$ cat config.mk
export PLATFORM = sky130hd
export DESIGN_NAME = cic_ctrl
export DESIGN_NICKNAME = d
export VERILOG_FILES = /design/src/rtl/cic_ctrl_pkg.sv /design/src/rtl/cic_ctrl_tick.sv /design/src/rtl/cic_ctrl.sv
export SDC_FILE = /design/constraint.sdc
export NUM_CORES = 1
export LEC_CHECK = 0
export CAP_MARGIN = 5
export CELL_PAD_IN_SITES_DETAIL_PLACEMENT = 0
export CELL_PAD_IN_SITES_GLOBAL_PLACEMENT = 2
export CORE_MARGIN = 2
export CORE_UTILIZATION = 32
export DETAILED_ROUTE_END_ITERATION = 6
export GPL_TIMING_DRIVEN = 0
export PLACE_DENSITY = 0.92
export SYNTH_ARGS = -nofsm -noshare
export SYNTH_HDL_FRONTEND = slang
export SYNTH_SLANG_ARGS = --single-unit
$ cat constraint.sdc
create_clock -name clk -period 3.9 [get_ports clk]
set_clock_uncertainty 0.1 [all_clocks]
set_input_delay 0.585 -clock clk [delete_from_list [all_inputs] [get_ports clk]]
set_output_delay 0.585 -clock clk [all_outputs]
set_load 0.01 [all_outputs]
$ cat src/rtl/cic_ctrl_pkg.sv
// cic_ctrl_pkg: shared state encoding and default sizes for the CIC run-control sequencer
package cic_ctrl_pkg;
  localparam int WIN_DEF       = 16;
  localparam int WOUT_DEF      = 16;
  localparam int DIV_W_DEF     = 16;
  localparam int CNT_W_DEF     = 16;
  localparam int CLR_CYC_DEF   = 8;
  localparam int DRAIN_CYC_DEF = 64;
  localparam int PH_W          = 16;
  typedef enum logic [2:0] {IDLE, CLEAR, RUN, DRAIN, DONE} state_t;
endpackage

$ cat src/rtl/cic_ctrl_tick.sv
// cic_ctrl_tick: loadable down-counter producing the input slot strobe
module cic_ctrl_tick
  import cic_ctrl_pkg::*;
#(
  parameter int DIV_W = DIV_W_DEF
) (
  input  logic             clk,
  input  logic             rst,
  input  logic             en,
  input  logic             clr,
  input  logic [DIV_W-1:0] reload,
  output logic             tick
);
  logic [DIV_W-1:0] cnt;
  assign tick = en && cnt == '0;
  // park at zero while cleared so the first enabled cycle strobes, then reload on every strobe
  always_ff @(posedge clk or negedge rst)
    if (!rst) cnt <= '0;
    else if (clr) cnt <= '0;
    else if (en) cnt <= tick ? reload : cnt - 1'b1;
endmodule

$ cat src/rtl/cic_ctrl.sv
// cic_ctrl: clears, paces, drains and reports completion for a CIC decimator run
// Optional: define CIC_CTRL_HOLD_LAST_EN to repeat the last accepted sample on underrun instead of inserting 0.
module cic_ctrl
  import cic_ctrl_pkg::*;
#(
  parameter int Win       = WIN_DEF,
  parameter int Wout      = WOUT_DEF,
  parameter int DIV_W     = DIV_W_DEF,
  parameter int CNT_W     = CNT_W_DEF,
  parameter int CLR_CYC   = CLR_CYC_DEF,
  parameter int DRAIN_CYC = DRAIN_CYC_DEF
) (
  input  logic             clk,
  input  logic             rst,
  input  logic             start,
  input  logic             stop,
  input  logic [DIV_W-1:0] cfg_interval,
  input  logic [CNT_W-1:0] cfg_nsamples,
  input  logic [7:0]       cfg_discard,
  input  logic [Win-1:0]   src_data,
  input  logic             src_valid,
  output logic             src_ready,
  output logic             cic_clr,
  output logic             cic_val_in,
  output logic [Win-1:0]   cic_data,
  input  logic             cic_val_out,
  input  logic [Wout-1:0]  cic_data_out,
  output logic             o_valid,
  output logic [Wout-1:0]  o_data,
  output logic             busy,
  output logic             done,
  output logic             underrun,
  output logic [CNT_W-1:0] in_cnt,
  output logic [CNT_W-1:0] out_cnt
);
  state_t state, nxt;
  logic [DIV_W-1:0] ival_m1;
  logic [CNT_W-1:0] nsamp;
  logic [7:0] discard;
  logic [PH_W-1:0] ph;
  logic slot, fire, last_slot, ph_end, go, out_act;
  logic [Win-1:0] fill;

  assign go        = state == IDLE && start;
  assign busy      = state != IDLE;
  assign done      = state == DONE;
  assign cic_clr   = state == IDLE || state == CLEAR;
  assign out_act   = state == RUN || state == DRAIN;
  assign fire      = slot && !stop;
  assign src_ready = fire;
  assign last_slot = fire && nsamp != '0 && in_cnt == nsamp - 1'b1;
  assign ph_end    = state == CLEAR ? ph == PH_W'(CLR_CYC - 1) : ph == PH_W'(DRAIN_CYC - 1);

  cic_ctrl_tick #(.DIV_W(DIV_W)) u_tick (
    .clk(clk),
    .rst(rst),
    .en(state == RUN),
    .clr(state != RUN),
    .reload(ival_m1),
    .tick(slot)
  );

  // next-state selection; a stop coinciding with a slot suppresses that slot and drains
  always_comb begin
    nxt = state;
    case (state)
      IDLE:    nxt = start ? CLEAR : IDLE;
      CLEAR:   nxt = stop ? IDLE : ph_end ? RUN : CLEAR;
      RUN:     nxt = stop || last_slot ? DRAIN : RUN;
      DRAIN:   nxt = ph_end ? DONE : DRAIN;
      default: nxt = IDLE;
    endcase
  end

  // state register plus a phase counter that restarts on every state change
  always_ff @(posedge clk or negedge rst)
    if (!rst) begin
      state <= IDLE;
      ph    <= '0;
    end else begin
      state <= nxt;
      ph    <= nxt != state ? '0 : ph + 1'b1;
    end

  // run configuration latch and the input strobe path into the CIC
  always_ff @(posedge clk or negedge rst)
    if (!rst) begin
      ival_m1    <= '0;
      nsamp      <= '0;
      discard    <= '0;
      in_cnt     <= '0;
      underrun   <= 1'b0;
      cic_val_in <= 1'b0;
      cic_data   <= '0;
    end else begin
      cic_val_in <= fire;
      if (go) begin
        ival_m1  <= cfg_interval == '0 ? '0 : cfg_interval - 1'b1;
        nsamp    <= cfg_nsamples;
        discard  <= cfg_discard;
        in_cnt   <= '0;
        underrun <= 1'b0;
      end else if (fire) begin
        cic_data <= src_valid ? src_data : fill;
        in_cnt   <= &in_cnt ? in_cnt : in_cnt + 1'b1;
        underrun <= underrun | !src_valid;
      end
    end

  // output forwarding: count every CIC output, drop the start-up transient ones
  always_ff @(posedge clk or negedge rst)
    if (!rst) begin
      out_cnt <= '0;
      o_valid <= 1'b0;
      o_data  <= '0;
    end else begin
      o_valid <= 1'b0;
      if (go) out_cnt <= '0;
      else if (out_act && cic_val_out) begin
        out_cnt <= &out_cnt ? out_cnt : out_cnt + 1'b1;
        if (out_cnt >= CNT_W'(discard)) begin
          o_valid <= 1'b1;
          o_data  <= cic_data_out;
        end
      end
    end

`ifdef CIC_CTRL_HOLD_LAST_EN
  logic [Win-1:0] last_smp;
  // remember the most recent accepted sample of this run for underrun fill
  always_ff @(posedge clk or negedge rst)
    if (!rst) last_smp <= '0;
    else if (go) last_smp <= '0;
    else if (fire && src_valid) last_smp <= src_data;
  assign fill = last_smp;
`else
  assign fill = '0;
`endif
endmodule

Word-level counts from Yosys, hierarchy flattened --
Index checks and enable logic that the tools add are counted.
Word-level totals: output and inout bits 71, logic and storage cells 82, flip-flop bits (word level) 142
Cells by class: $lt $le $gt $ge 1, reductions and logical operators 25, equality and inequality tests 11, add/sub/neg operators 6, bitwise logic cells 2, multiplexer cells 24
Operators with widths (count):
- $mux W16 | 12
- $add A16 B1 Y16 const B | 3
- $sub A16 B1 Y16 const B | 3
- $logic_not A16 Y1 | 2
- $reduce_and A16 Y1 | 2
- $eq A16 B16 Y1 | 1
- $eq A16 B3 Y1 const B | 1
- $eq A16 B6 Y1 const B | 1
- $ge A16 B8 Y1 | 1
- $reduce_bool A16 Y1 | 1
- $pmux W3 S4 | 1
- $mux W1 | 8
- $eq A3 B2 Y1 const B | 2
- $logic_and A1 B1 Y1 | 6
- $reduce_and A2 Y1 | 3
- $reduce_bool A2 Y1 | 3
- $mux W2 | 2
- $ne A2 B2 Y1 const B | 2
- $eq A3 B1 Y1 const B | 1
- $eq A3 B3 Y1 const B | 1
- $logic_not A3 Y1 | 1
- $logic_or A1 B1 Y1 | 3
- $mux W3 | 1
- $ne A3 B2 Y1 const B | 1
- 6 further kinds | 7

Depth between registers and ports, before layout --
Gate-level depths: netlist of run 1.
depth after elaboration 10, mapped depth 12

By module --
A second synthesis of run 1 with hierarchy kept.
Unflattened totals: cells, all modules 810, area, all modules 7500.9 um^2
By module, submodules not included:
- cic_ctrl | instances 1, area each 6388.6 um^2, sequential area each 3153.0 um^2, cells an instance 685
- cic_ctrl_tick | instances 1, area each 1112.3 um^2, sequential area each 400.4 um^2, cells an instance 125

Worst setup path after synthesis of run 1 --
No wires, ideal clock.
path kind reg-to-reg, from register nsamp[0], to register ph[13], path buffers 3, clock period less this slack 3.093 ns, path slack 0.807 ns, stages on the path, launching flop included 13, library setup time 0.128 ns, required time 3.672 ns, arrival 2.865 ns, cells stage by stage dfrtp_1 inv_1 ha_1 or3b_2 clkbuf_1 nor4_1 xnor2_1 o211ai_1 a31oi_1 a41o_1 buf_2 buf_4 mux2_1
Between the ends: longest elaborated chain between the ends 8
RTL lines:
- start, declared | line cic_ctrl.sv:38 | logic [CNT_W-1:0] nsamp;
- start signal, assigned | line cic_ctrl.sv:99 | nsamp <= cfg_nsamples;
- $sub A16 B1 Y16 / $reduce_bool A16 Y1 (equally long branches) | line cic_ctrl.sv:51 | assign last_slot = fire && nsamp != '0 && in_cnt == nsamp - 1'b1;
- $eq A16 B16 Y1 / $logic_and A1 B1 Y1 (equally long branches) | line cic_ctrl.sv:51
- $logic_and A1 B1 Y1 (*) | line cic_ctrl.sv:51
- $logic_or A1 B1 Y1 (*) | line cic_ctrl.sv:69 | RUN: nxt = stop || last_slot ? DRAIN : RUN;
- $mux W1 (*) | line cic_ctrl.sv:69
- $pmux W3 S4 (*) | line cic_ctrl.sv:66 | case (state)
- net nxt[0] | line cic_ctrl.sv:36 | state_t state, nxt;
- $ne A3 B3 Y1 (*) | line cic_ctrl.sv:82 | ph <= nxt != state ? '0 : ph + 1'b1;
- $mux W16 (*) | line cic_ctrl.sv:82
- end signal, assigned | line cic_ctrl.sv:82
- end, declared | line cic_ctrl.sv:40 | logic [PH_W-1:0] ph;
The timed path passes the listed nets; every way through them passes the cells marked *. A chain may end at the register's enable or synchronous reset.

Final worst setup path of run 1 --
from register state[1], to output port src_ready
Between the ends: longest elaborated chain between the ends 3
RTL lines:
- start, declared | line cic_ctrl.sv:36
- start signal, assigned | line cic_ctrl.sv:81 | state <= nxt;
- $eq A3 B2 Y1 | line cic_ctrl.sv:57 | .en(state == RUN),
- $logic_and A1 B1 Y1 | line cic_ctrl_tick.sv:15 | assign tick = en && cnt == '0;
- $logic_and A1 B1 Y1 | line cic_ctrl.sv:49 | assign fire = slot && !stop;
- end, declared | line cic_ctrl.sv:22 | output logic src_ready,
No other way between the ends.

==> impl_metrics.tcl, run 1 <==
set metrics [dict create \
    seq_power_share 0.337 \
    postLayoutCoreUtil 0.434 \
    synthArstFlopShare 1.00 \
    cts_hold_buf 0 \
    critPathMaxFanout 11 \
    clockRootBuffer "clkbuf_16" \
    maxCapViolations 0 \
    setup_viol 0 \
    final_nets 1093 \
    synth_top_area_cell "dfrtp_1" \
    netlist_instances 831 \
    cts.sinks 142 \
    cts_tree "yes" \
    vdd_drop_max_uv 309 \
    end_kind "output pin" \
    drt-total-wl_um 21000 \
    timing.reg2reg.setup_slack_ps 300 \
    p_comb_frac 0.424 \
    num_vias 6480 \
    synth_area_per_cell_um2 9.17 \
    synth_fa_ha_area_frac 0.0246 \
    critical_path_required_ps 3210 \
    die_w_um 158 \
    via_per_inst 4.86 \
    r2r-end "ph[13]" \
    netlist_area_um2 7620 \
    hold_path.class "in -> async" \
    port_buffers 147 \
    synth.area.mux_share 0.0292 \
    synth_top_flop_cell "dfrtp_1" \
    rsz0062_at_grt "no" \
    power.share.switching 0.380 \
    clockPowerShare 0.239 \
    design.core.area_um2 23400 \
    grt_max_degree 86 \
    htree_levels 4 \
    synth_xor_area_frac 0.0942 \
    ys_ff_latch 142 \
    p_int_mw 4.29 \
    leakage_nw 4.53 \
    switchingPower_mw 2.63 \
    drt.antenna.violating_nets 0 \
    period_share 0.970 \
    power_density_nw_per_um2 681 \
    wire_per_inst_um 15.8 \
    final_layout_size_suffix_gt1_frac 0.0632 \
    num_rows 56 \
    crit_type "reg -> out" \
    outcome "finished, final reports clean" \
    drv_slew 0 \
    clock_latency_ps 420 \
    dieArea_um2 25100 \
    fillers 2324 \
    synthToLayoutAreaGrowth_pct 33.2 \
    antenna_found_initial 1 \
    place_hpwl_um 15400 \
    synth_top_area_share 0.466 \
    die_h_um 158 \
    synth-simple-area-share 0.254 \
    max_freq_ghz 0.264 \
    synth_cell_types 56 \
    ys_seq_area_frac 0.466 \
    track_usage 0.174 \
    pin_count 149 \
    relSlewSlack 0.489 \
    final_area_um2 10100 \
    grt_pass1_vias 6325 \
    synth_area_leaders "dfrtp_1 47%, nand2_1 7.1%, xnor2_1 5.1%, nor2_1 4.6%, xor2_1 4.4%" \
    cp-start-kind "register" \
    clockBufferDepth 2 \
    overflow 0 \
    yosysMostFrequentCell "nand2_1" \
    worstPathArrival_ps 3100 \
    gp_congestion 0.814 \
    synth_top_family_by_area "simple AND/OR/NAND/NOR gates" \
    ys_warn_count 0 \
    dpl-instance-area_um2 9520 \
    finalCriticalPeriod_ps 3780 \
    grt_pass1_wl_um 33800 \
    numCtsBuffers 17 \
    holdWs_ps 19.2 \
    drc 0 \
    tightest_slew_ps 761 \
    syn-num-nets 924 \
    synth_compound_area_frac 0.101 \
    finalHoldViolCount 0 \
    drtIter0Drc 432 \
    power_mw 6.92 \
    ff2ff_path_depth 12 \
    synth_commonest_cells "144 x nand2_1, 142 x dfrtp_1, 93 x nor2_1" \
    clk_pin_slew_worst_paths_ps 70 \
    start_util 0.326 \
    dr.pass1.iters 7 \
    r2r-start "nsamp[0]" \
    synth_edf_count 0 \
]
==> per-layer routing <==
layer	vias to the layer above	global-route usage	wire length, um
li1	3236	-	-
met1	3084	0.243	10000
met2	134	0.269	9660
met3	26	0.0367	891
met4	0	0.0553	460
met5	-	0	0
==> placed cells by master, fill, tap and decap left out, drive strengths merged, types with 16 or more instances in the layout <==
cell and count:
o21ai 38, xor2 38, inv 23, nand2 144, a221o 16, clkdlybuf4s50 146, a22o 16, xnor2 44
dfrtp 142, clkbuf 50, nor3 23, nor2 93, nand3 40
==> area by class of cell <==
| cell class | count | area (um2) | share of cell area |
|---|---|---|---|
| diodes | 1 | 2.50 | 0.000247 |
| inverters | 19 | 71.3 | 0.00703 |
| clock inverters | 14 | 159 | 0.0157 |
| well taps | 319 | 399 | 0.0393 |
| clock buffers | 18 | 439 | 0.0433 |
| flip-flops and latches | 142 | 3550 | 0.350 |
| plain buffers | 40 | 160 | 0.0158 |
| multi-input cells | 630 | 3850 | 0.380 |
| repair buffers | 150 | 1510 | 0.149 |
==> stage by stage <==
step	setup WS (ps)	instances	TNS, ps
after floorplan	807	831	0
after global placement	-3890	1297	-551210
after detailed placement	-143	1298	-143
after CTS	55.6	1331	0
after global routing	0.535	1333	0
final	117	1333	0
==> power groups by stage <==
stage | Clock (mW) | Combinational (mW) | Sequential (mW)
3_3_place_gp | 0 | 2.85 | 2.35
2_1_floorplan | 0 | 1.79 | 2.35
6_report | 1.65 | 2.93 | 2.33
5_1_grt | 1.76 | 3.27 | 2.40
4_1_cts | 1.69 | 2.94 | 2.33
3_5_place_dp | 0 | 2.88 | 2.35
==> registers in the layout, summed over array words and instances, names as in the netlist <==
signal / cells
discard: 8
nsamp: 16
cic_data: 16
in_cnt: 16
state: 3
ival_m1: 16
cic_val_in: 1
o_valid: 1
underrun: 1
ph: 16
out_cnt: 16
o_data: 16
u_tick.cnt: 16
==> critical path, stage by stage, from the launching register on <==
cell and delay (ps):
dfrtp_1 320, buf_2 180, or3b_1 350, buf_2 210, or3_1 400, nor4_4 340, clkbuf_2 300, clkdlybuf4s50_1 580
==> kinds of logic (layout without fill, tap and decap cells) <==
group | count (synthesis) | in the layout
AND/OR/NAND/NOR | 402 | 402
flip-flops | 142 | 142
AO/OA/AOI/OAI | 110 | 110
XOR/XNOR | 82 | 82
buffers and inverters | 59 | 241
multiplexers | 21 | 21
adder cells (fa/ha/maj) | 15 | 15
other | 0 | 1
==> what timing repair did <==
| item | CTS | global route |
|---|---|---|
| setup buffers | 1 | 0 |
| endpoints found under the setup margin | 1 | 1 |
| endpoints found under the hold margin | 0 | 0 |
| gates resized for setup | 2 | 1 |
| cloned | 0 | 0 |
| pin swaps | 1 | 0 |
==> worst max path at each step <==
stage              from  cells past startpoint    endpoint
2_1_floorplan  nsamp[0]                     12      ph[13]
3_5_place_dp   state[1]                      7   src_ready
4_1_cts        state[1]                      7   src_ready
5_1_grt        state[1]                      7   src_ready
6_report       state[1]                      7   src_ready
3_3_place_gp        rst                      1  o_data[14]
(Power assumes the default switching activity.)
==> inputs of run 2 (changes only) <==
Settings changed: CORE_UTILIZATION 32 to 31, PLACE_DENSITY 0.92 to 0.9, RECOVER_POWER from default to 100.
==> impl_metrics.tcl, run 2 (synthesis results as in run 1) <==
set metrics [dict create \
    fillers 2436 \
    rsz0062_at_grt "no" \
    grt_pass1_vias 6581 \
    critical_path_required_ps 4100 \
    clockPowerShare 0.249 \
    route.met3.wl_um 809 \
    postLayoutCoreUtil 0.418 \
    worstPathArrival_ps 3950 \
    vdd_drop_max_uv 325 \
    clockRootBuffer "clkbuf_16" \
    drc 0 \
    synthToLayoutAreaGrowth_pct 33.0 \
    drt-total-wl_um 21200 \
    cts_tree "yes" \
    crit_type "reg -> reg" \
    power.share.switching 0.379 \
    power_density_nw_per_um2 677 \
    track_usage 0.170 \
    seq_power_share 0.339 \
    finalHoldViolCount 0 \
    numCtsBuffers 17 \
    place_hpwl_um 15500 \
    top_layer "met4" \
    final_common_cell "nand2_1" \
    met2_length_um 9870 \
    setup_viol 0 \
    antenna_found_initial 0 \
    drv_slew 61 \
    via_per_inst 4.90 \
    wire_per_inst_um 15.9 \
    die_w_um 161 \
    clk_pin_slew_worst_paths_ps 60 \
    tightest_slew_ps 2740 \
    multi_input_area_um2 3840 \
    relSlewSlack -0.827 \
    p_comb_frac 0.412 \
    worst_slack_ps 144 \
    place_worst_setup_slack_ps -172 \
    power_mw 6.87 \
    dr.pass1.iters 6 \
    htree_levels 4 \
    p_int_mw 4.26 \
    seq_area_um2 3550 \
    outcome "finished with violations" \
    pin_count 149 \
    diodes 0 \
    gp_congestion 0.802 \
    overflow 0 \
    clockBufferDepth 2 \
    drt.antenna.violating_nets 0 \
    start_util 0.314 \
    switchingPower_mw 2.60 \
    drt-met1-wl_um 10300 \
    drtIter0Drc 428 \
    final_nets 1092 \
    cp-start-kind "register" \
    end_kind "register" \
    leakage_nw 4.66 \
    maxCapViolations 1 \
    clock_latency_ps 420 \
    most-common-layout-cells "144 x nand2_1, 142 x dfrtp_1, 93 x nor2_1" \
    period_share 0.963 \
    finalCriticalPeriod_ps 3760 \
    cts.sinks 142 \
    final_layout_size_suffix_gt1_frac 0.0573 \
    dieArea_um2 25900 \
    num_vias 6545 \
    design.core.area_um2 24200 \
    max_freq_ghz 0.266 \
    violations "capacitance limit, slew limit" \
    num_rows 57 \
    die_h_um 161 \
    port_buffers 147 \
    critPathMaxFanout 10 \
    grt_max_degree 84 \
    grt_pass1_wl_um 35000 \
    hold_path.class "reg -> reg" \
]
## run 2: what timing repair did
| action | CTS | global route |
|---|---|---|
| gates resized for setup | 2 | 2 |
| hold buffers | 0 | 0 |
| buffers inserted | 1 | 0 |
| endpoints found under the hold margin | 0 | 0 |
| endpoints found under the setup margin | 1 | 1 |
| pin swaps | 1 | 0 |
## run 2: worst paths after layout
check                                  from     endpoint  slack (ps)  cells after the start
worst max-delay path               nsamp[0]       ph[13]         140                     12
worst min-delay path            cic_data[8]  cic_data[8]         360                      2
worst max register to register     nsamp[0]       ph[13]         140                     12
worst min register to register  cic_data[8]  cic_data[8]         360                      2
max in group asynchronous               rst  cic_data[2]         770                      2
min in group asynchronous               rst  out_cnt[11]        1090                      1
## run 2: area by class of cell
class / count / area share
sequential: 142 / 0.351
clock inverter: 14 / 0.0179
inverter: 19 / 0.00704
tap: 324 / 0.0400
buffer: 40 / 0.0157
multi-input combinational: 630 / 0.379
clock buffer: 18 / 0.0433
timing repair buffer: 149 / 0.147
## run 2: layer usage
metal  vias up  track usage
met5         -            0
met4         0       0.0459
met3        19       0.0325
met2       118        0.273
met1      3169        0.236
li1       3239            -
## run 2: power by group through the flow
| stage | combinational [mW] | sequential [mW] | clock [mW] |
|---|---|---|---|
| global placement | 2.86 | 2.35 | 0 |
| finish | 2.83 | 2.33 | 1.71 |
| floorplan | 1.79 | 2.35 | 0 |
| detailed placement | 2.89 | 2.36 | 0 |
| global route | 3.17 | 2.40 | 1.82 |
| CTS | 2.94 | 2.34 | 1.75 |
## run 2: critical path: stages (launching register included)
cell,delay (ps)
dfrtp_1,430
inv_1,120
ha_1,260
or3b_2,470
clkbuf_1,210
nor4_1,370
xnor2_1,160
o211ai_1,110
a31oi_1,250
a41o_1,220
buf_2,230
clkbuf_2,360
mux2_1,360
## run 2: through the flow
stage | cell area (um2) | hold slack (ps) | TNS (ps) | cells
3_3_place_gp | 9500 | 350 | -565470 | 1302
2_1_floorplan | 7620 | 189 | 0 | 831
4_1_cts | 10200 | 68.3 | 0 | 1336
6_report | 10100 | 359 | 0 | 1336
5_1_grt | 10100 | 384 | 0 | 1336
3_5_place_dp | 9530 | 358 | -172 | 1303
==> inputs of run 3 (changes only) <==
Settings changed: RECOVER_POWER 100 to default.
==> impl_metrics.tcl, run 3 (synthesis results as in run 1) <==
set metrics [dict create \
    antenna_found_initial 0 \
    diodes 0 \
    outcome "finished, final reports clean" \
    drc 0 \
    synthToLayoutAreaGrowth_pct 33.4 \
    dpl-instance-area_um2 9530 \
    max_freq_ghz 0.265 \
    overflow 0 \
    hold_path.class "in -> async" \
    num_vias 6549 \
    leakage_nw 4.54 \
    grt_pass1_vias 6581 \
    start_util 0.314 \
    crit_type "reg -> out" \
    wire_per_inst_um 15.9 \
    cts_hold_buf 0 \
    power_density_nw_per_um2 685 \
    vdd_drop_max_uv 325 \
    period_share 0.967 \
    critical_path_required_ps 3210 \
    via_per_inst 4.90 \
    drtIter0Drc 446 \
    setup_viol 0 \
    maxCapViolations 0 \
    final_nets 1092 \
    cts_tree "yes" \
    cp-start-kind "register" \
    tightest_slew_ps 1210 \
    port_buffers 147 \
    grt_max_degree 84 \
    track_usage 0.170 \
    grt_pass1_wl_um 35000 \
    cts.sinks 142 \
    ff2ff_path_depth 12 \
    htree_levels 4 \
    place_hpwl_um 15500 \
    numCtsBuffers 17 \
    final_area_um2 10200 \
    drt.antenna.violating_nets 0 \
    clockRootBuffer "clkbuf_16" \
    rsz0062_at_grt "no" \
    num_rows 57 \
    finalCriticalPeriod_ps 3770 \
    design.core.area_um2 24200 \
    clockBufferDepth 2 \
    die_h_um 161 \
    dr.pass1.iters 5 \
    final_layout_size_suffix_gt1_frac 0.0613 \
    die_w_um 161 \
    worstPathArrival_ps 3090 \
    dieArea_um2 25900 \
    relSlewSlack 0.186 \
    drt-total-wl_um 21300 \
    postLayoutCoreUtil 0.419 \
    end_kind "output pin" \
    most-common-layout-cells "146 x clkdlybuf4s50_1, 144 x nand2_1, 142 x dfrtp_1" \
    finalHoldViolCount 0 \
    pin_count 149 \
    clk_pin_slew_worst_paths_ps 70 \
    drv_slew 0 \
    final_common_cell "clkdlybuf4s50_1" \
    gp_congestion 0.802 \
    clock_latency_ps 420 \
    critPathMaxFanout 11 \
]
-- run 3: cell types whose count changed in the layout (fill, tap and decap cells not counted), moves of 2 or more --
| cell | previous run | this run |
|---|---|---|
| and2_0 | 2 | 0 |
| and2_1 | 4 | 6 |
| clkbuf_1 | 33 | 31 |
| clkdlybuf4s50_1 | 75 | 146 |
| dlygate4sd3_1 | 71 | 0 |
-- run 3: worst paths after layout --
path	startpoint	endpoint	slack [ps]
max reg2reg	nsamp[0]	ph[13]	270
max in group asynchronous	rst	ph[3]	2810
min reg2reg	cic_data[8]	cic_data[8]	370
max	state[1]	src_ready	130
min	rst	out_cnt[11]	50
min in group clk	cic_data[8]	cic_data[8]	370
-- run 3: layout make-up --
class                   count  area [um2]
inverters                  19        71.3
well taps                 324         405
clock inverters            14         181
plain buffers              40         163
repair buffers            149        1510
fillers                  2433       14100
clock buffers              18         439
flip-flops and latches    142        3550
multi-input cells         630        3850
-- run 3: stage by stage --
step | worst slack [ps] | setup TNS [ps] | total power [mW] | cells | hold slack, ps
after CTS | 54.6 | 0 | 7.03 | 1336 | 68.3
after global routing | 4.23 | 0 | 7.49 | 1336 | 82.7
after detailed placement | -172 | -172 | 5.24 | 1303 | 358
final | 127 | 0 | 6.97 | 1336 | 49.2
after floorplan | 807 | 0 | 4.13 | 831 | 189
after global placement | -4000 | -565470 | 5.21 | 1302 | 350
-- run 3: what timing repair did --
action | in CTS | in global routing
buffers inserted | 1 | 0
hold endpoints to repair | 0 | 0
gates resized for setup | 2 | 2
setup endpoints to repair | 1 | 1
pin swaps | 1 | 0
-- run 3: critical path: stages, from the launching register on --
cell and delay, ps:
dfrtp_1 310, buf_2 190, or3b_1 350, buf_2 210, or3_1 390, nor4_4 360, clkbuf_4 300, clkdlybuf4s50_1 550
-- run 3: power by group --
part / switching, mW / internal [mW]
Clock: 0.677 / 1.04
Combinational: 1.52 / 1.40
Sequential: 0.422 / 1.91
-- run 3: routing by layer --
metal / global-route usage / routed length [um]
met5: 0 / 0
met4: 0.0459 / 287
met2: 0.273 / 9870
met1: 0.236 / 10200
met3: 0.0325 / 869
